[src/rtl/video_timing_pattern_gen.sv]
// Video timing and test-pattern source.
// Produces HSync/VSync/VDE/blanking timing plus a 24-bit {R,G,B} pattern stream.
// All outputs are registered and describe the counter position of the previous cycle.
module video_timing_pattern_gen #(
  parameter int unsigned H_ACTIVE = 1280,
  parameter int unsigned H_FP     = 110,
  parameter int unsigned H_SYNC   = 40,
  parameter int unsigned H_BP     = 220,
  parameter int unsigned V_ACTIVE = 720,
  parameter int unsigned V_FP     = 5,
  parameter int unsigned V_SYNC   = 5,
  parameter int unsigned V_BP     = 20,
  parameter bit          HS_POL   = 1'b1,
  parameter bit          VS_POL   = 1'b1
) (
  input  logic        Clock,
  input  logic        Reset,
  input  logic        i_enable,
  input  logic [1:0]  i_pattern,
  output logic [23:0] o_pixelData,
  output logic        o_HSync,
  output logic        o_VSync,
  output logic        o_VDE,
  output logic        o_HBlank,
  output logic        o_VBlank,
  output logic        o_frameStart
);

  localparam logic [15:0] HA  = 16'(H_ACTIVE);
  localparam logic [15:0] HSS = 16'(H_ACTIVE + H_FP);
  localparam logic [15:0] HSE = 16'(H_ACTIVE + H_FP + H_SYNC);
  localparam logic [15:0] HT  = 16'(H_ACTIVE + H_FP + H_SYNC + H_BP);
  localparam logic [15:0] VA  = 16'(V_ACTIVE);
  localparam logic [15:0] VSS = 16'(V_ACTIVE + V_FP);
  localparam logic [15:0] VSE = 16'(V_ACTIVE + V_FP + V_SYNC);
  localparam logic [15:0] VT  = 16'(V_ACTIVE + V_FP + V_SYNC + V_BP);
  localparam logic [15:0] BW  = 16'(H_ACTIVE / 8);

  logic [15:0] hcnt, vcnt;
  logic [15:0] bar_cnt;
  logic [2:0]  bar_idx;
  logic [7:0]  frame_q;
  logic [1:0]  pattern_q;

  logic        at_origin, h_last, v_last;
  logic        hblank, vblank, vde, hsync_act, vsync_act;
  logic [1:0]  pat_eff;
  logic [23:0] bar_rgb, pixel;

  // Position decode and pattern selection for the current counter state.
  always_comb begin
    at_origin = (hcnt == 16'd0) && (vcnt == 16'd0);
    h_last    = (hcnt == HT - 16'd1);
    v_last    = (vcnt == VT - 16'd1);
    hblank    = (hcnt >= HA);
    vblank    = (vcnt >= VA);
    vde       = !hblank && !vblank;
    hsync_act = (hcnt >= HSS) && (hcnt < HSE);
    vsync_act = (vcnt >= VSS) && (vcnt < VSE);
    // The pattern latched at (0,0) must already apply to pixel (0,0) itself.
    pat_eff   = at_origin ? i_pattern : pattern_q;

    unique case (bar_idx)
      3'd0:    bar_rgb = 24'hFFFFFF;
      3'd1:    bar_rgb = 24'hFFFF00;
      3'd2:    bar_rgb = 24'h00FFFF;
      3'd3:    bar_rgb = 24'h00FF00;
      3'd4:    bar_rgb = 24'hFF00FF;
      3'd5:    bar_rgb = 24'hFF0000;
      3'd6:    bar_rgb = 24'h0000FF;
      default: bar_rgb = 24'h000000;
    endcase

    unique case (pat_eff)
      2'd0:    pixel = bar_rgb;
      2'd1:    pixel = {3{hcnt[7:0]}};
      2'd2:    pixel = (hcnt[5] ^ vcnt[5]) ? 24'hFFFFFF : 24'h000000;
      default: pixel = {frame_q, 8'h00, ~frame_q};
    endcase
  end

  // Raster counters, bar sub-counter, frame counter and pattern latch.
  always_ff @(posedge Clock or posedge Reset) begin
    if (Reset) begin
      hcnt      <= '0;
      vcnt      <= '0;
      bar_cnt   <= '0;
      bar_idx   <= '0;
      frame_q   <= '0;
      pattern_q <= '0;
    end else if (!i_enable) begin
      // Frame counter and latched pattern survive a disable; only position restarts.
      hcnt    <= '0;
      vcnt    <= '0;
      bar_cnt <= '0;
      bar_idx <= '0;
    end else begin
      if (at_origin) pattern_q <= i_pattern;
      if (h_last) begin
        hcnt    <= '0;
        bar_cnt <= '0;
        bar_idx <= '0;
        if (v_last) begin
          vcnt    <= '0;
          frame_q <= frame_q + 8'd1;
        end else begin
          vcnt <= vcnt + 16'd1;
        end
      end else begin
        hcnt <= hcnt + 16'd1;
        // Bar index steps every BW active pixels; it wraps 7 -> 0 at end of active.
        if (!hblank) begin
          if (bar_cnt == BW - 16'd1) begin
            bar_cnt <= '0;
            bar_idx <= bar_idx + 3'd1;
          end else begin
            bar_cnt <= bar_cnt + 16'd1;
          end
        end
      end
    end
  end

  // Registered outputs: one cycle behind the counters, idle values while disabled.
  always_ff @(posedge Clock or posedge Reset) begin
    if (Reset) begin
      o_pixelData  <= '0;
      o_HSync      <= ~HS_POL;
      o_VSync      <= ~VS_POL;
      o_VDE        <= 1'b0;
      o_HBlank     <= 1'b1;
      o_VBlank     <= 1'b1;
      o_frameStart <= 1'b0;
    end else if (!i_enable) begin
      o_pixelData  <= '0;
      o_HSync      <= ~HS_POL;
      o_VSync      <= ~VS_POL;
      o_VDE        <= 1'b0;
      o_HBlank     <= 1'b1;
      o_VBlank     <= 1'b1;
      o_frameStart <= 1'b0;
    end else begin
      o_pixelData  <= vde ? pixel : 24'h000000;
      o_HSync      <= hsync_act ? HS_POL : ~HS_POL;
      o_VSync      <= vsync_act ? VS_POL : ~VS_POL;
      o_VDE        <= vde;
      o_HBlank     <= hblank;
      o_VBlank     <= vblank;
      o_frameStart <= at_origin;
    end
  end

endmodule

[config.mk]
export PLATFORM = sky130hd
export DESIGN_NAME = video_timing_pattern_gen
export DESIGN_NICKNAME = d
export VERILOG_FILES = /design/src/rtl/video_timing_pattern_gen.sv
export SDC_FILE = /design/constraint.sdc
export NUM_CORES = 1
export LEC_CHECK = 0
export CAP_MARGIN = 10
export CORE_UTILIZATION = 25
export DETAILED_ROUTE_END_ITERATION = 6
export GPL_TIMING_DRIVEN = 0
export PLACE_DENSITY = 0.41
export SYNTH_ARGS = -nofsm -noshare
export SYNTH_HDL_FRONTEND = slang
export SYNTH_SLANG_ARGS = --single-unit
[constraint.sdc]
create_clock -name Clock -period 4 [get_ports Clock]
set_clock_uncertainty 0.2 [all_clocks]
set_input_delay 0.6 -clock Clock [delete_from_list [all_inputs] [get_ports Clock]]
set_output_delay 0.6 -clock Clock [all_outputs]
set_load 0.01 [all_outputs]
==> Yosys cells after proc, flatten, opt, wreduce, memory -nomap -nowiden <==
Cells that the tools add are included.
{ "totals": {"register_bits": 91, "inputBits": 5, "out_inout_bits": 30, "elab_cells": 79} }
{ "classes": {"add_sub_neg": 5, "n_lt_le_gt_ge": 6, "eq_ne": 14, "muxes": 27, "bitwise": 2, "n_reduce_logical": 12} }
{ "op_table": {"columns": ["op", "count"], "rows": [
  ["24-bit one-hot mux with 7 select lines", 1],
  ["16-bit 2-to-1 mux", 9],
  ["24-bit 2-to-1 mux", 3],
  ["24-bit one-hot mux with 3 select lines", 1],
  ["16-bit by 1-bit adder with 16-bit output (second input constant)", 3],
  ["16-bit by 10-bit >= comparator with 1-bit output (second input constant)", 2],
  ["16-bit by 11-bit >= comparator with 1-bit output (second input constant)", 2],
  ["16-bit logical NOT", 2],
  ["16-bit by 10-bit == test with 1-bit output (second input constant)", 1],
  ["16-bit by 11-bit == test with 1-bit output (second input constant)", 1],
  ["16-bit by 8-bit == test with 1-bit output (second input constant)", 1],
  ["16-bit by 10-bit less-than comparator with 1-bit output (second input constant)", 1],
  ["16-bit by 11-bit less-than comparator with 1-bit output (second input constant)", 1],
  ["3-bit 2-to-1 mux", 4],
  ["3-bit == test (second input constant)", 3],
  ["8-bit by 1-bit adder with 8-bit output (second input constant)", 1],
  ["1-bit 2-to-1 mux", 8],
  ["8-bit inverter", 1],
  ["3-bit by 2-bit == test with 1-bit output (second input constant)", 2],
  ["1-bit logical AND", 4],
  ["3-bit by 1-bit adder with 3-bit output (second input constant)", 1],
  ["3-bit by 1-bit == test with 1-bit output (second input constant)", 1],
  ["3-bit logical NOT", 1],
  ["3-bit by 1-bit inequality test with 1-bit output (second input constant)", 1],
  ["10 further kinds", 11]
]} }

==> Depth between registers and ports, before layout <==
{ "depth": {"depth_word": 7, "depth_mapped": 9, "mapped_depth_nobuf": 7} }

==> Least setup slack after synthesis <==
No wires, ideal clock.
{ "synth_path": {"path_type": "register to register", "from": "reg hcnt[13]", "to": "reg frame_q[7]", "setup_time_ns": 0.080, "t_arrival_ns": 2.364, "t_required_ns": 3.720, "path_slack_ns": 1.356, "stages_incl_launch_ff": 8, "period_less_slack_ns": 2.644, "cell_sequence": "dfrtp_1 > or4_1 > buf_2 > or3_1 > or4b_1 > buf_6 > nor4_4 > xnor2_1"} }
{ "synth_between": {"elab_chain_len": 2} }
{ "synth_lines": {"columns": ["element", "line", "rtl"], "rows": [
  ["start, declared", "39", "logic [15:0] hcnt, vcnt;"],
  ["start signal, assigned", "110", "hcnt <= hcnt + 16'd1;"],
  ["16-bit by 11-bit == test with 1-bit output", "53", "h_last = (hcnt == HT - 16'd1);"],
  ["3-bit AND reduction (no line)", null, null],
  ["end signal, assigned", "105", "frame_q <= frame_q + 8'd1;"],
  ["end, declared", "42", "logic [7:0] frame_q;"]
]} }
No other way between the ends.
A chain may end at the register's enable or synchronous reset.

==> Worst setup path in the final report <==
{ "layout_path": {"from": "reg hcnt[5]", "to": "reg o_pixelData[22]"} }
{ "layout_between": {"elab_chain_len": 7} }
{ "layout_lines": {"columns": ["element", "line", "rtl"], "rows": [
  ["16-bit logical NOT", "52", "at_origin = (hcnt == 16'd0) && (vcnt == 16'd0);"],
  ["1-bit logical AND", "52", null],
  ["2-bit 2-to-1 mux", null, null],
  ["2-bit == test, or another cell as far along", "74", "unique case (pat_eff)"],
  ["24-bit one-hot mux with 3 select lines", "74", null],
  ["24-bit 2-to-1 mux *", "143", "o_pixelData <= vde ? pixel : 24'h000000;"],
  ["24-bit 2-to-1 mux *", "134", "end else if (!i_enable) begin"],
  ["end signal, assigned", "143", null],
  ["end, declared", "20", "output logic [23:0] o_pixelData,"]
]} }
Mark *: on every way between the ends. The rest lies on a longest branch, timed or not.

==> summary.txt <==
Routing
  • Remaining number of nets flagged by the antenna check after routing: 0
  • Violation count after the first detailed-routing iteration: 265
  • Vias per inst: 4.95
  • Aggregate routed wire length: 12,400 um
  • Number of vias in the routed layout: 3,840
  • Routed wire length per instance: 15.9 um
  • Final routed DRC violation total: 0
  • Pre-antenna DRT Iters: 5

Synth
  • EDFF count, synth: 0
  • Proportion of synthesized chip area in sequential cells: 47.4%
  • Synthesized cell area: 0.00481 mm^2
  • Mean area per synthesized cell: 9.78 um^2
  • Synth Register Bits: 91
  • Share of synthesized registers carrying an async set or reset: 100%
  • Synth cell types: 55
  • Synth Warn #: 0
  • Most used flip-flop cell after synthesis: dfrtp_1
  • Cell count after synthesis: 492
  • Post-Syn Nets: 511

Critical path
  • CP arrival: 3.22 ns
  • CP cell instances: clkbuf_1 -> nor4_1 -> nand4bb_1 -> nor3b_2 -> mux2i_1 -> a221oi_1
  • Cell at the slowest stage of the critical path: mux2i_1
  • Maximum net fanout on the critical path: 9
  • Endpoint class of the critical path: flip-flop
  • Startpoint kind of the worst setup timing path: flip-flop
  • Slowest cell delay on critical path: 0.77 ns
  • Path type of the worst setup path: flip-flop to flip-flop
  • Data required time at the worst endpoint: 3.99 ns
  • Cell class contributing the biggest share of worst-path delay: simple AND/OR/NAND/NOR gates
  • Buf+Inv Stages, Crit Path: 1

Run
  • Max-Cap Viols: 0

Die
  • Width of the chip: 141 um
  • Floorplan die area: 0.0198 mm^2
  • Initial core utilization: 25.6%
  • Die height: 141 um
  • Top-Level Pins: 35
  • Core area: 0.0188 mm^2
  • Placement row count: 50

STA
  • Setup repair after global routing missed its margin: no
  • Worst rel slew slack: 38.3%
  • Final-report hold violation count: 0
  • Final min period: 3.22 ns
  • Achievable frequency: 0.310 GHz
  • Final worst path period share: 80.6%
  • # setup viols final: 0
  • Least-Margin Pin Slew: 0.925 ns
  • Final-report max-slew violation count: 0
  • Worst-case setup margin in the final layout: 0.776 ns

Run status
  • Result of the run: complete, no violations

Clock tree
  • Clock Path Buffers: 2
  • CTS root buffer: clkbuf_16
  • Clock slew at reported path FFs: 0.07 ns
  • TritonCTS clock tree: built
  • Number of sinks driven by the clock tree: 91
  • Total of cells resized after clock tree synthesis: 0
  • Post-CTS Setup Bufs: 0
  • Post-CTS Hold Buffers: 0
  • Clock H-tree levels: 3
  • Cts bufs inserted: 9
  • Clock latency on the worst-skew pair: 0.35 ns

Global route
  • Number of global-route vias before repair: 3,879
  • Remaining Overflow, GRT: 0
  • First-pass GRT wire length: 20,600 um
  • Largest net degree at the start of global routing: 61
  • Total track usage: 13.4%
  • Number of antenna violations at the first check in global routing: 0

Final layout
  • Antenna cell count: 0
  • Synthesis-to-finish area growth: 19.8%
  • Layout cells sized above 1: 8.49%
  • Post-layout net count: 556
  • Final Util: 30.7%
  • Post-route cell area: 0.00576 mm^2

Power
  • Largest vdd supply drop: 0.176 mV
  • Overall power after layout: 2.25 mW
  • Leakage power figure: 2.40 nW
  • Power per standard cell area: 391 mW/mm^2

Worst hold path
  • Class of the worst hold path: flip-flop to flip-flop

Placed design
  • Detail Placement HPWL: 8930 um
  • Global placer's final weighted congestion: 0.802
  • Worst-case setup slack after placement: 0.745 ns
  • DP Area: 0.00546 mm^2
  • Count of input and output buffers: 33
## per-stage QoR
stage,instances,TNS (ns),hold WS [ns]
2_1_floorplan,492,0,0.242
3_3_place_gp,759,-67.86,0.276
3_5_place_dp,760,0,0.276
4_1_cts,776,0,0.284
5_1_grt,776,0,0.300
6_report,776,0,0.273
## placed cells by master (no fill, tap or decap), types with 14 or more instances in the layout
master and count:
nand3_1 21, xnor2_1 17, dfrtp_1 89, o21ai_0 30, nor2_1 37, a21oi_1 15
clkbuf_1 20, a221oi_1 16, inv_1 24, ha_1 14, nand2_1 37, clkdlybuf4s50_1 33
## layer usage
layer	global-route usage [%]	wire length [um]
met3	2.07	449
met4	6.41	225
met5	0	0
met2	20.4	5680
met1	18.6	6020
## sequential cells by signal (all words and copies together) (netlist names), 2 cells and up
name / flops
o_pixelData: 24
bar_cnt: 16
hcnt: 16
vcnt: 16
frame_q: 8
bar_idx: 3
pattern_q: 2
## cell usage after synthesis (all sizes together), types with 2 or more instances
library cell	instances	area [um^2]
o21ai	32	160
a31oi	5	31.3
or4	4	33.8
nand3	21	105
a21o	10	75.1
xnor2	17	149
o211ai	4	30.0
buf	10	61.3
dfstp	2	52.6
dfrtp	89	2230
inv	25	93.8
and3	11	68.8
a21oi	15	75.1
nor3	12	71.3
mux2	8	90.1
a211oi	10	80.1
and2	4	25.0
nor2	37	139
nand2	37	139
nand4	12	75.1
a221oi	16	140
o31ai	5	37.5
or2	4	25.0
nand3b	4	30.0
nand4b	3	26.3
xor2	13	114
ha	14	175
nor3b	9	72.6
nor4	10	90.1
or3	10	62.6
and4	4	35.0
mux2i	4	40.0
clkbuf	19	71.3
## cells by family after synthesis
logic type      Yosys count  synth area share [%]
compound gates          102                  14.0
xor+xnor                 30                  5.46
fa+ha+maj                14                  3.64
buf+inv                  54                  4.71
flops                    91                  47.4
mux                      12                  2.71
simple gates            189                  22.1
## worst paths after layout
path | startpoint | end | slack, ns | cells past startpoint
worst max-delay path | hcnt[5] | o_pixelData[22] | 0.78 | 6
worst min-delay path | frame_q[7] | o_pixelData[7] | 0.27 | 1
worst max register to register | hcnt[5] | o_pixelData[22] | 0.78 | 6
worst min register to register | frame_q[7] | o_pixelData[7] | 0.27 | 1
max in group asynchronous | Reset | o_VBlank | 2.51 | 3
min in group asynchronous | Reset | o_pixelData[12] | 0.40 | 2
## area by class of cell
| class | count | area [um^2] |
|---|---|---|
| fill | 1925 | 13000 |
| multi-input combinational | 347 | 2300 |
| sequential | 91 | 2280 |
| timing repair buffer | 34 | 358 |
| tap | 234 | 293 |
| clock buffer | 10 | 229 |
| buffer | 29 | 133 |
| inverter | 25 | 96.3 |
| clock inverter | 6 | 71.3 |
## power breakdown
| part | internal (mW) | switching [mW] | total [mW] |
|---|---|---|---|
| sequential | 0.982 | 0.0359 | 1.02 |
| clock | 0.491 | 0.382 | 0.874 |
| combinational | 0.163 | 0.196 | 0.360 |
Note: power is estimated with default switching activity, not from simulation.
